===== config.mk =====
export PLATFORM = sky130hd
export DESIGN_NAME = regfile_wb_arbiter
export DESIGN_NICKNAME = d
export VERILOG_FILES = /design/src/rtl/regfile_wb_arbiter.sv
export SDC_FILE = /design/constraint.sdc
export NUM_CORES = 1
export LEC_CHECK = 0
export ABC_AREA = 1
export CAP_MARGIN = 10
export CORE_UTILIZATION = 30
export CTS_CLUSTER_SIZE = 16
export DETAILED_ROUTE_END_ITERATION = 12
export HOLD_SLACK_MARGIN = 0.05
export PLACE_DENSITY = 0.51
export SYNTH_ARGS = -nofsm -noshare
export SYNTH_HDL_FRONTEND = slang
export SYNTH_SLANG_ARGS = --single-unit

===== constraint.sdc =====
create_clock -name clk -period 3.2 [get_ports clk]
set_clock_uncertainty 0.15 [all_clocks]
set_input_delay 0.32 -clock clk [delete_from_list [all_inputs] [get_ports clk]]
set_output_delay 0.32 -clock clk [all_outputs]
set_load 0.02 [all_outputs]

===== src/rtl/regfile_wb_arbiter.sv =====
// Register-file writeback arbiter: priority ALU source A, FIFO-buffered long-latency source B,
// starvation guard and busy scoreboard. Define WB_BYPASS_EN to let B skip an empty FIFO.
module regfile_wb_arbiter #(
    parameter int DEPTH    = 4,
    parameter int MAX_WAIT = 8
) (
    input  logic                       clk,
    input  logic                       rst,
    input  logic                       a_valid,
    input  logic [4:0]                 a_addr,
    input  logic [31:0]                a_data,
    output logic                       a_stall,
    input  logic                       b_valid,
    output logic                       b_ready,
    input  logic [4:0]                 b_addr,
    input  logic [31:0]                b_data,
    input  logic                       issue_set,
    input  logic [4:0]                 issue_addr,
    output logic [31:0]                busy,
    output logic                       wr_en,
    output logic [4:0]                 wr_addr,
    output logic [31:0]                wr_data,
    output logic [$clog2(DEPTH):0]     fifo_count,
    output logic                       err_drop
);
    localparam int AW = $clog2(DEPTH);
    localparam int CW = AW + 1;
    localparam int WW = $clog2(MAX_WAIT + 1);

    logic [4:0]    fifo_addr [DEPTH];
    logic [31:0]   fifo_data [DEPTH];
    logic [AW-1:0] rd_ptr, wr_ptr;
    logic [WW-1:0] wait_cnt, wait_next;
    logic [CW-1:0] count_next;
    logic          fifo_empty, bypass, push, pop, sel, sel_b;
    logic [4:0]    sel_addr;
    logic [31:0]   sel_data;
    logic [31:0]   set_mask, clr_mask;

    assign fifo_empty = (fifo_count == '0);

`ifdef WB_BYPASS_EN
    assign bypass = fifo_empty & ~a_valid & ~a_stall & b_valid & b_ready;
`else
    assign bypass = 1'b0;
`endif

    assign push = b_valid & b_ready & ~bypass;

    always_comb begin
        pop      = 1'b0;
        sel      = 1'b0;
        sel_b    = 1'b0;
        sel_addr = fifo_addr[rd_ptr];
        sel_data = fifo_data[rd_ptr];
        if (a_stall) begin
            // A is held off this cycle; any a_valid now is a dropped request
            pop   = ~fifo_empty;
            sel   = ~fifo_empty;
            sel_b = ~fifo_empty;
        end else if (a_valid) begin
            sel      = 1'b1;
            sel_addr = a_addr;
            sel_data = a_data;
        end else if (!fifo_empty) begin
            pop   = 1'b1;
            sel   = 1'b1;
            sel_b = 1'b1;
        end else if (bypass) begin
            sel      = 1'b1;
            sel_b    = 1'b1;
            sel_addr = b_addr;
            sel_data = b_data;
        end
    end

    assign count_next = fifo_count + CW'(push) - CW'(pop);

    always_comb begin
        wait_next = wait_cnt;
        if (fifo_empty || pop)
            wait_next = '0;
        else if (wait_cnt < WW'(MAX_WAIT))
            wait_next = wait_cnt + WW'(1);
    end

    assign set_mask = issue_set ? (32'd1 << issue_addr) : 32'd0;
    assign clr_mask = sel_b     ? (32'd1 << sel_addr)   : 32'd0;

    always_ff @(posedge clk) begin
        if (rst) begin
            rd_ptr     <= '0;
            wr_ptr     <= '0;
            fifo_count <= '0;
            wait_cnt   <= '0;
            a_stall    <= 1'b0;
            b_ready    <= 1'b1;
            busy       <= '0;
            wr_en      <= 1'b0;
            wr_addr    <= '0;
            wr_data    <= '0;
            err_drop   <= 1'b0;
        end else begin
            if (push) wr_ptr <= wr_ptr + AW'(1);
            if (pop)  rd_ptr <= rd_ptr + AW'(1);
            fifo_count <= count_next;
            b_ready    <= (count_next < CW'(DEPTH));
            wait_cnt   <= wait_next;
            a_stall    <= (wait_next == WW'(MAX_WAIT));
            err_drop   <= a_stall & a_valid;
            // set beats clear on the same bit; r0 is never tracked
            busy       <= ((busy & ~clr_mask) | set_mask) & ~32'd1;
            wr_en      <= sel & (sel_addr != 5'd0);
            if (sel) begin
                wr_addr <= sel_addr;
                wr_data <= sel_data;
            end
        end
    end

    always_ff @(posedge clk) begin
        if (push) begin
            fifo_addr[wr_ptr] <= b_addr;
            fifo_data[wr_ptr] <= b_data;
        end
    end
endmodule


* Word level (Yosys, flattened, before mapping)
Memories as Yosys holds them, arrays and structs flattened. A register that Yosys moved wholly into a read port is not among the register bits.
Index checks and enable logic that the tools add are counted.
** Storage, ports and cells
- Output and inout bits :: 76
- Bits of input ports :: 84
- Memories kept :: 2
- RAM bits :: 148
- Word-level logic and storage cells :: 53
- Flip-flop bits (word level) :: 84
** Memories
- fifo_data :: words 4, width 32, rd ports 1, clocked after Yosys merged registers in 1, wr ports 1, RTL line 31 : logic [31:0] fifo_data [DEPTH];
- fifo_addr :: words 4, width 5, rd ports 1, clocked after Yosys merged registers in 1, wr ports 1, RTL line 30 : logic [4:0] fifo_addr [DEPTH];
** Operators by class
- Add/sub/neg operators :: 5
- Mux-type cells :: 19
- Eq/ne operators :: 1
- Bitwise logic cells :: 7
- $lt $le $gt $ge :: 2
- Reductions and logical operators :: 3
- Shifts and indexed selects :: 2
** Operators by type and width (count)
- 32-bit two-way mux :: 4
- 1-bit by 5-bit << shifter with 32-bit output, first input constant :: 2
- 32-bit AND :: 1
- 32-bit NOT :: 1
- 32-bit OR :: 1
- 5-bit two-way mux :: 2
- 2-bit two-way mux :: 4
- 4-bit two-way mux :: 2
- 1-bit two-way mux :: 7
- 5-bit nonzero test :: 1
- 2-bit by 1-bit adder with 2-bit output, second input constant :: 2
- 4-bit by 1-bit adder with 4-bit output, second input constant :: 1
- 4-bit equality test, second input constant :: 1
- 4-bit < comparator, second input constant :: 1
- 3-bit by 1-bit adder with 3-bit output :: 1
- 1-bit AND :: 3
- 3-bit zero test :: 1
- 3-bit < comparator, second input constant :: 1
- 3-bit by 1-bit subtractor with 3-bit output :: 1
- 1-bit logical OR :: 1
- 1-bit NOT :: 1

* Longest topological paths before layout
Gate-level depths: netlist of run 1.
- Depth in word-level cells :: 8
- Gate-level depth with buffers :: 14
- Depth with buffers taken out :: 12

* Worst setup path after synthesis of run 1
Ideal clock, no wire load.
- Path kind :: reg2reg
- From :: register b_ready
- To :: memory fifo_addr[0][0] (enable)
- Library setup time :: 0.431 ns
- Path buffers :: 0
- Required time :: 2.619 ns
- Data arrival time :: 2.221 ns
- Cell stages (with the launch flop) :: 3
- Clock period less this slack :: 2.802 ns
- Slack :: 0.398 ns
- Cells stage by stage :: dfxtp_1 nand2_1 nor2_1
** Between the ends
- Longest elaborated chain between the ends :: 3
** RTL lines
- start, declared :: RTL line 14 : output logic b_ready,
- start signal, assigned :: RTL line 107 : b_ready <= (count_next < CW'(DEPTH));
- 1-bit AND :: RTL line 48 : assign push = b_valid & b_ready & ~bypass;
- 1-bit two-way mux :: RTL line 122 : if (push) begin
- 1-bit two-way mux (not written as such) :: RTL line 123 : fifo_addr[wr_ptr] <= b_addr;
- end, declared :: RTL line 30
Every way passes these cells.

==> out/metrics.cfg, run 1 <==
[cts]
cts-htree-levels=1
cts_tree=yes
clk_pin_slew_worst_paths_ps=60
cts_made_buffers=27
cts_setup_buffers=0
cts.sinks=233
clockBufferDepth=3
root_buffer=clkbuf_16
ctsHoldBuffers=0
worstSkewPairLatency_ps=530
cts.repair.resized=0

[timing]
period_share_pct=75.2
whs_ps=200
setup_ws_ps=792
tightest_slew_ps=702
layout_min_cycle_time_ps=2410
fin_setup_tns_ps=0
fmax_mhz=415
hold_viol_final=0
slew_headroom_pct=53.2
slew_viol_final=0
setup-violations-final=0
rsz0062_at_grt=no

[logic_synthesis]
synthCells=854
yosysUniqueCellTypes=39
yosysSeqAreaShare_pct=66.2
synthAdderAreaFrac_pct=1.16
synth_edf_count=148
synth_compound_area_share_pct=13.8
synth_area_leaders=edfxtp_1, dfxtp_1, nand2_1, a21oi_1, o21ai_0
synth_simple_gate_area_share_pct=13.7
synth_area_leader_cell=edfxtp_1
yosys_most_used_dff=edfxtp_1
synth_nets=946
synth_top_area_share_pct=47.9
yosysWarnings=0
synth-xor-area-share_pct=0.377
synth_mux_area_share_pct=0
async_flop_share_pct=0
synth_top_family_by_area=compound AO/OA/AOI/OAI gates
synth.avg_cell_area_sq_um=10.9
synth_area_sq_um=9290
ys_ff_latch=233

[routing]
wl_per_cell_um=17.3
wl_um=24500
antenna_left=0
vias_per_cell=4.79
first_iter_violations=582
drc_errors=0
drt_first_pass_iters=5
num_vias=6805

[critical_path]
worstPathArrival_ps=2710
cp-end-kind=register
crit_slowest_cell=inv_2
critical_path_buf_inv_count=2
reg2reg_slack_ps=790
cp_cell_sequence=inv_2, nand2_1, nand3_2, nand2_2, o21ai_4, inv_2, nand4_1, nand2_1, a21oi_1
required_ps=3500
critPathMaxStageDelay_ps=450
cp-start-kind=register
path_class=reg2reg
path_max_fanout=31
critPathTopFamily=buffers and inverters

[cells_and_area]
areaGrowthSynthToFinish_pct=30.9
drive_gt1_share_pct=8.98
final_util_pct=39.8
nets=1095
final_cell_mix=clkdlybuf4s50_1, nand2_1, edfxtp_1
final_common_cell=clkdlybuf4s50_1
diodes=0

[run_status]
status=complete, no violations

[grt]
grt_pass1_wl_um=37300
grt_pass1_vias=6405
antenna_found_initial=1
grt_start_max_net_pins=63
grt_use_total_pct=15.3
overflow=0

[place]
preCtsSetupSlack_ps=609
place.gp.congestion=0.818
dp_hpwl_um=15300
port_buffers=158

[power_and_ir_drop]
leakagePower_nw=4.23
max-vdd-ir-drop_mv=0.346
pwr-share-seq_pct=42.5
pwr-share-clk_pct=34.2
pwr-share-comb_pct=23.2
swShare_pct=30.1
p_sw_mw=2.62
finalPower_mw=8.70
power.internal_mw=6.08
powerDensity_nw_per_um2=715

[die]
fp.dieH_um=178
dieArea_sq_um=31700
core_area_sq_um=30500
ioPinCount=160
rows=64
die_w_um=178
initial_core_util_pct=30.4

[flow_run]
maxCapViolations=0

[worst_hold_path]
hold_path.class=in2reg

-- stage by stage --
stage               instance area, sq um  instances
global placement                   11300       1370
finish                             12200       1420
detailed placement                 11300       1370
CTS                                12200       1420
floorplan                           9290        854
global route                       12200       1420
-- cell families after synthesis --
family | after synthesis
XOR/XNOR | 4
AND/OR/NAND/NOR | 289
AO/OA/AOI/OAI | 218
buffers and inverters | 101
other | 1
adder cells (fa/ha/maj) | 8
flip-flops | 233
-- cells in the mapped netlist, types with 5 or more instances --
master	count
o21ai_0	58
nor4_1	5
ha_1	7
a21oi_1	87
a22oi_1	16
buf_4	8
inv_1	38
edfxtp_1	148
clkbuf_1	32
a31oi_1	17
nand2_1	154
a221o_1	16
inv_2	5
nand3_1	22
buf_2	13
o22ai_1	16
nand4_1	24
nor2_1	62
dfxtp_1	85
-- metal layers --
metal	global-route usage [%]	vias to the layer above	routed length, um
met5	0	-	0
met4	3.28	0	321
met3	3.15	28	1500
met2	25.7	175	11800
met1	20.2	3252	10900
li1	-	3350	-
-- worst register-to-register path: cells and delay by family (launching register included) --
kind	cells	cell delay, ps
simple gates	5	500
compound gates	2	550
flops	1	400
buf+inv	2	720
-- flip-flops by register name, summed over array words and instances (netlist names), 3 cells and up, named ones only --
register / flops
busy: 31
fifo_addr: 20
fifo_count: 3
fifo_data: 128
wait_cnt: 4
wr_addr: 5
wr_data: 32
-- power groups by stage --
stage                     sequential [mW]  combinational [mW]  clock (mW)
after floorplan                      3.91                1.08           0
final                                3.70                2.02        2.98
after detailed placement             3.76                2.06           0
after global routing                 3.73                2.24        3.20
after global placement               3.76                2.05           0
after CTS                            3.70                2.07        3.07
-- path summary, 6_finish.rpt --
check | from | endpoint | cells past startpoint
setup / recovery | register | busy[25]$_SDFF_PP0_ | 9
hold reg to reg | rd_ptr[1]$_SDFFE_PP0P_ | register | 2
hold / removal | rst | wr_ptr[1]$_SDFFE_PP0P_ | 5
setup reg to reg | register | busy[25]$_SDFF_PP0_ | 9
-- area by class of cell --
cell class,instances,area [sq um]
Multi-Input combinational cell,520,2720
Clock buffer,38,747
Fill cell,2957,18400
Timing Repair Buffer,177,1760
Inverter,44,165
Tap cell,396,495
Clock inverter,12,119
Sequential cell,233,6150
Power figures use the tool's default switching activity.
==> inputs of run 2 (changes only) <==
Settings changed: PLACE_DENSITY 0.51 to 0.53.
Clock period 3.2 ns to 2.2 ns, I/O delays scaled along.
==> run 2 against run 1 <==
  * Routed wire length decreased by 1.2%
  * Die area is the same
  * Sequential cell count unchanged
  * Power rose by 49%
  * Final cell count is 1.5% higher
  * Fmax increased by 18%
  * Largest cell class unchanged
  * Worst hold slack got worse by 66 ps
  * Combinational power grew 57%
  * Utilization grew 1.1 points
==> out/metrics.cfg, run 2 (synthesis results as in run 1) <==
[critical_path]
path_class=reg2reg
crit_slowest_cell=fa_2
cp-start-kind=register
reg2reg_slack_ps=150
cp_cell_sequence=nor2_4, nand2_4, nand2_4, inv_2, ha_1, inv_1, ha_1, inv_1, fa_2, xnor2_1, nor2_1, inv_1
cp-end-kind=register
regToRegStartpoint=fifo_count[1]$_SDFF_PP0_
critPathTopFamily=adder cells
required_ps=2470
critical_path_buf_inv_count=4
critPathMaxStageDelay_ps=350
path_max_fanout=2
crit_top_cell=inv_1
reg2regPathDepth=12
rr_endpoint=b_ready$_SDFF_PP1_
worstPathArrival_ps=2320

[routing]
drt_first_pass_iters=5
wl_um=24200
vias_per_cell=4.78
num_vias=6895
first_iter_violations=538
antenna_left=0
drc_errors=0
wl_per_cell_um=16.8

[grt]
grt_start_max_net_pins=45
overflow=0
grt_pass1_wl_um=37000
antenna_found_initial=0
grt_pass1_vias=6511
grt_use_total_pct=15.2

[timing]
period_share_pct=93.1
rsz0062_at_grt=no
hold_viol_final=0
layout_min_cycle_time_ps=2050
slew_viol_final=0
fmax_mhz=488
setup-violations-final=0

[worst_hold_path]
worstHoldStart=a_data[2]
whs_endpoint=wr_data[2]$_SDFFE_PP0P_
whs_path_depth=3
hold_path.class=in2reg

[cells_and_area]
final_cell_mix=clkdlybuf4s50_1, nand2_1, edfxtp_1
final_area_sq_um=12500
top_register=fifo_data
final_common_cell=clkdlybuf4s50_1
largest_register_ffs=128
nets=1119
reg.largest.list=fifo_data: 128 flops, wr_data: 32 flops, busy: 31 flops
drive_gt1_share_pct=12.3
areaGrowthSynthToFinish_pct=34.5

[run_status]
status=complete, no violations

[cts]
cts_setup_buffers=0
clockBufferDepth=3
root_buffer=clkbuf_16
clk_pin_slew_worst_paths_ps=60
cts_made_buffers=27
cts-htree-levels=1
worstSkewPairLatency_ps=520
cts_tree=yes
cts.sinks=233

[die]
die_w_um=178
core_area_sq_um=30500
rows=64
ioPinCount=160
fp.dieH_um=178
dieArea_sq_um=31700
initial_core_util_pct=30.4

[flow_run]
maxCapViolations=0

[power_and_ir_drop]
max-vdd-ir-drop_mv=0.546
leakagePower_nw=4.39
finalPower_mw=13.0
powerDensity_nw_per_um2=1040

[place]
dp_hpwl_um=15600
port_buffers=158
place.gp.congestion=0.810
place_area_sq_um=11600

[run 2: changes by cell type in the layout (fill, tap and decap cells not counted), sizes merged]
cell	before	now
buf	20	43
bufinv	2	3
clkbuf	38	32
clkinv	8	9
clkinvlp	1	4
diode	0	1
dlygate4sd3	0	1
inv	45	43
[run 2: worst max-delay path by stage]
stage	depth (start not counted)	from	slack, ps	end
after global routing	12	fifo_count[1]$_SDFF_PP0_	3	b_ready$_SDFF_PP1_
after detailed placement	12	a_valid	-150	b_ready$_SDFF_PP1_
final	12	fifo_count[1]$_SDFF_PP0_	150	b_ready$_SDFF_PP1_
after global placement	12	a_valid	-110	b_ready$_SDFF_PP1_
after floorplan	2	b_ready$_SDFF_PP1_	-600	fifo_addr[0][0]$_DFFE_PP_
after CTS	12	fifo_count[2]$_SDFF_PP0_	60	b_ready$_SDFF_PP1_
[run 2: area by class of cell]
cell class	instances	area (sq um)
Fill cell	2935	18000
Sequential cell	233	6160
Multi-Input combinational cell	520	2750
Timing Repair Buffer	201	2040
Clock buffer	32	714
Tap cell	396	495
Clock inverter	15	166
Inverter	44	165
Antenna cell	1	2.50
[run 2: what timing repair did]
action                     4_1_cts  5_1_grt
gates resized for setup          0        3
hold endpoints to repair        23        0
hold buffers                     1        0
setup endpoints to repair        0       17
[run 2: worst reg2reg max path, cell delays in order (launching register included)]
cell and delay, ps:
dfxtp_2 330, nor2_4 130, nand2_4 80, nand2_4 60, inv_2 40, ha_1 260
inv_1 50, ha_1 140, inv_1 60, fa_2 350, xnor2_1 130, nor2_1 110
inv_1 50
[run 2: per-layer routing]
| layer | vias up | share of wire [%] | global-route usage (%) |
|---|---|---|---|
| met4 | 0 | 1.8 | 3.95 |
| met5 | - | 0 | 0 |
| met1 | 3299 | 45 | 20.4 |
| met2 | 167 | 48 | 25.3 |
| li1 | 3391 | - | - |
| met3 | 38 | 5.2 | 2.55 |
[run 2: per-stage QoR]
step	instances	hold slack, ps	TNS, ps	utilization (%)	setup WS [ps]
2_1_floorplan	854	169	-89090	-	-602
3_3_place_gp	1393	302	-214	38.0	-115
3_5_place_dp	1393	306	-293	38.0	-150
4_1_cts	1441	116	0	40.9	57.2
5_1_grt	1441	134	0	40.9	3.42
6_report	1442	134	0	40.9	152
[run 2: where the power goes]
part | internal [mW] | switching [mW]
clock | 2.66 | 1.75
combinational | 1.26 | 1.92
sequential | 5.17 | 0.213
==> inputs of run 3 (changes only) <==
Settings changed: ABC_CLOCK_PERIOD_IN_PS from default to 2200, GPL_ROUTABILITY_DRIVEN from default to 0.
==> results of run 3 <==
The final DEF is identical to that of run 2; final timing and power are the same.
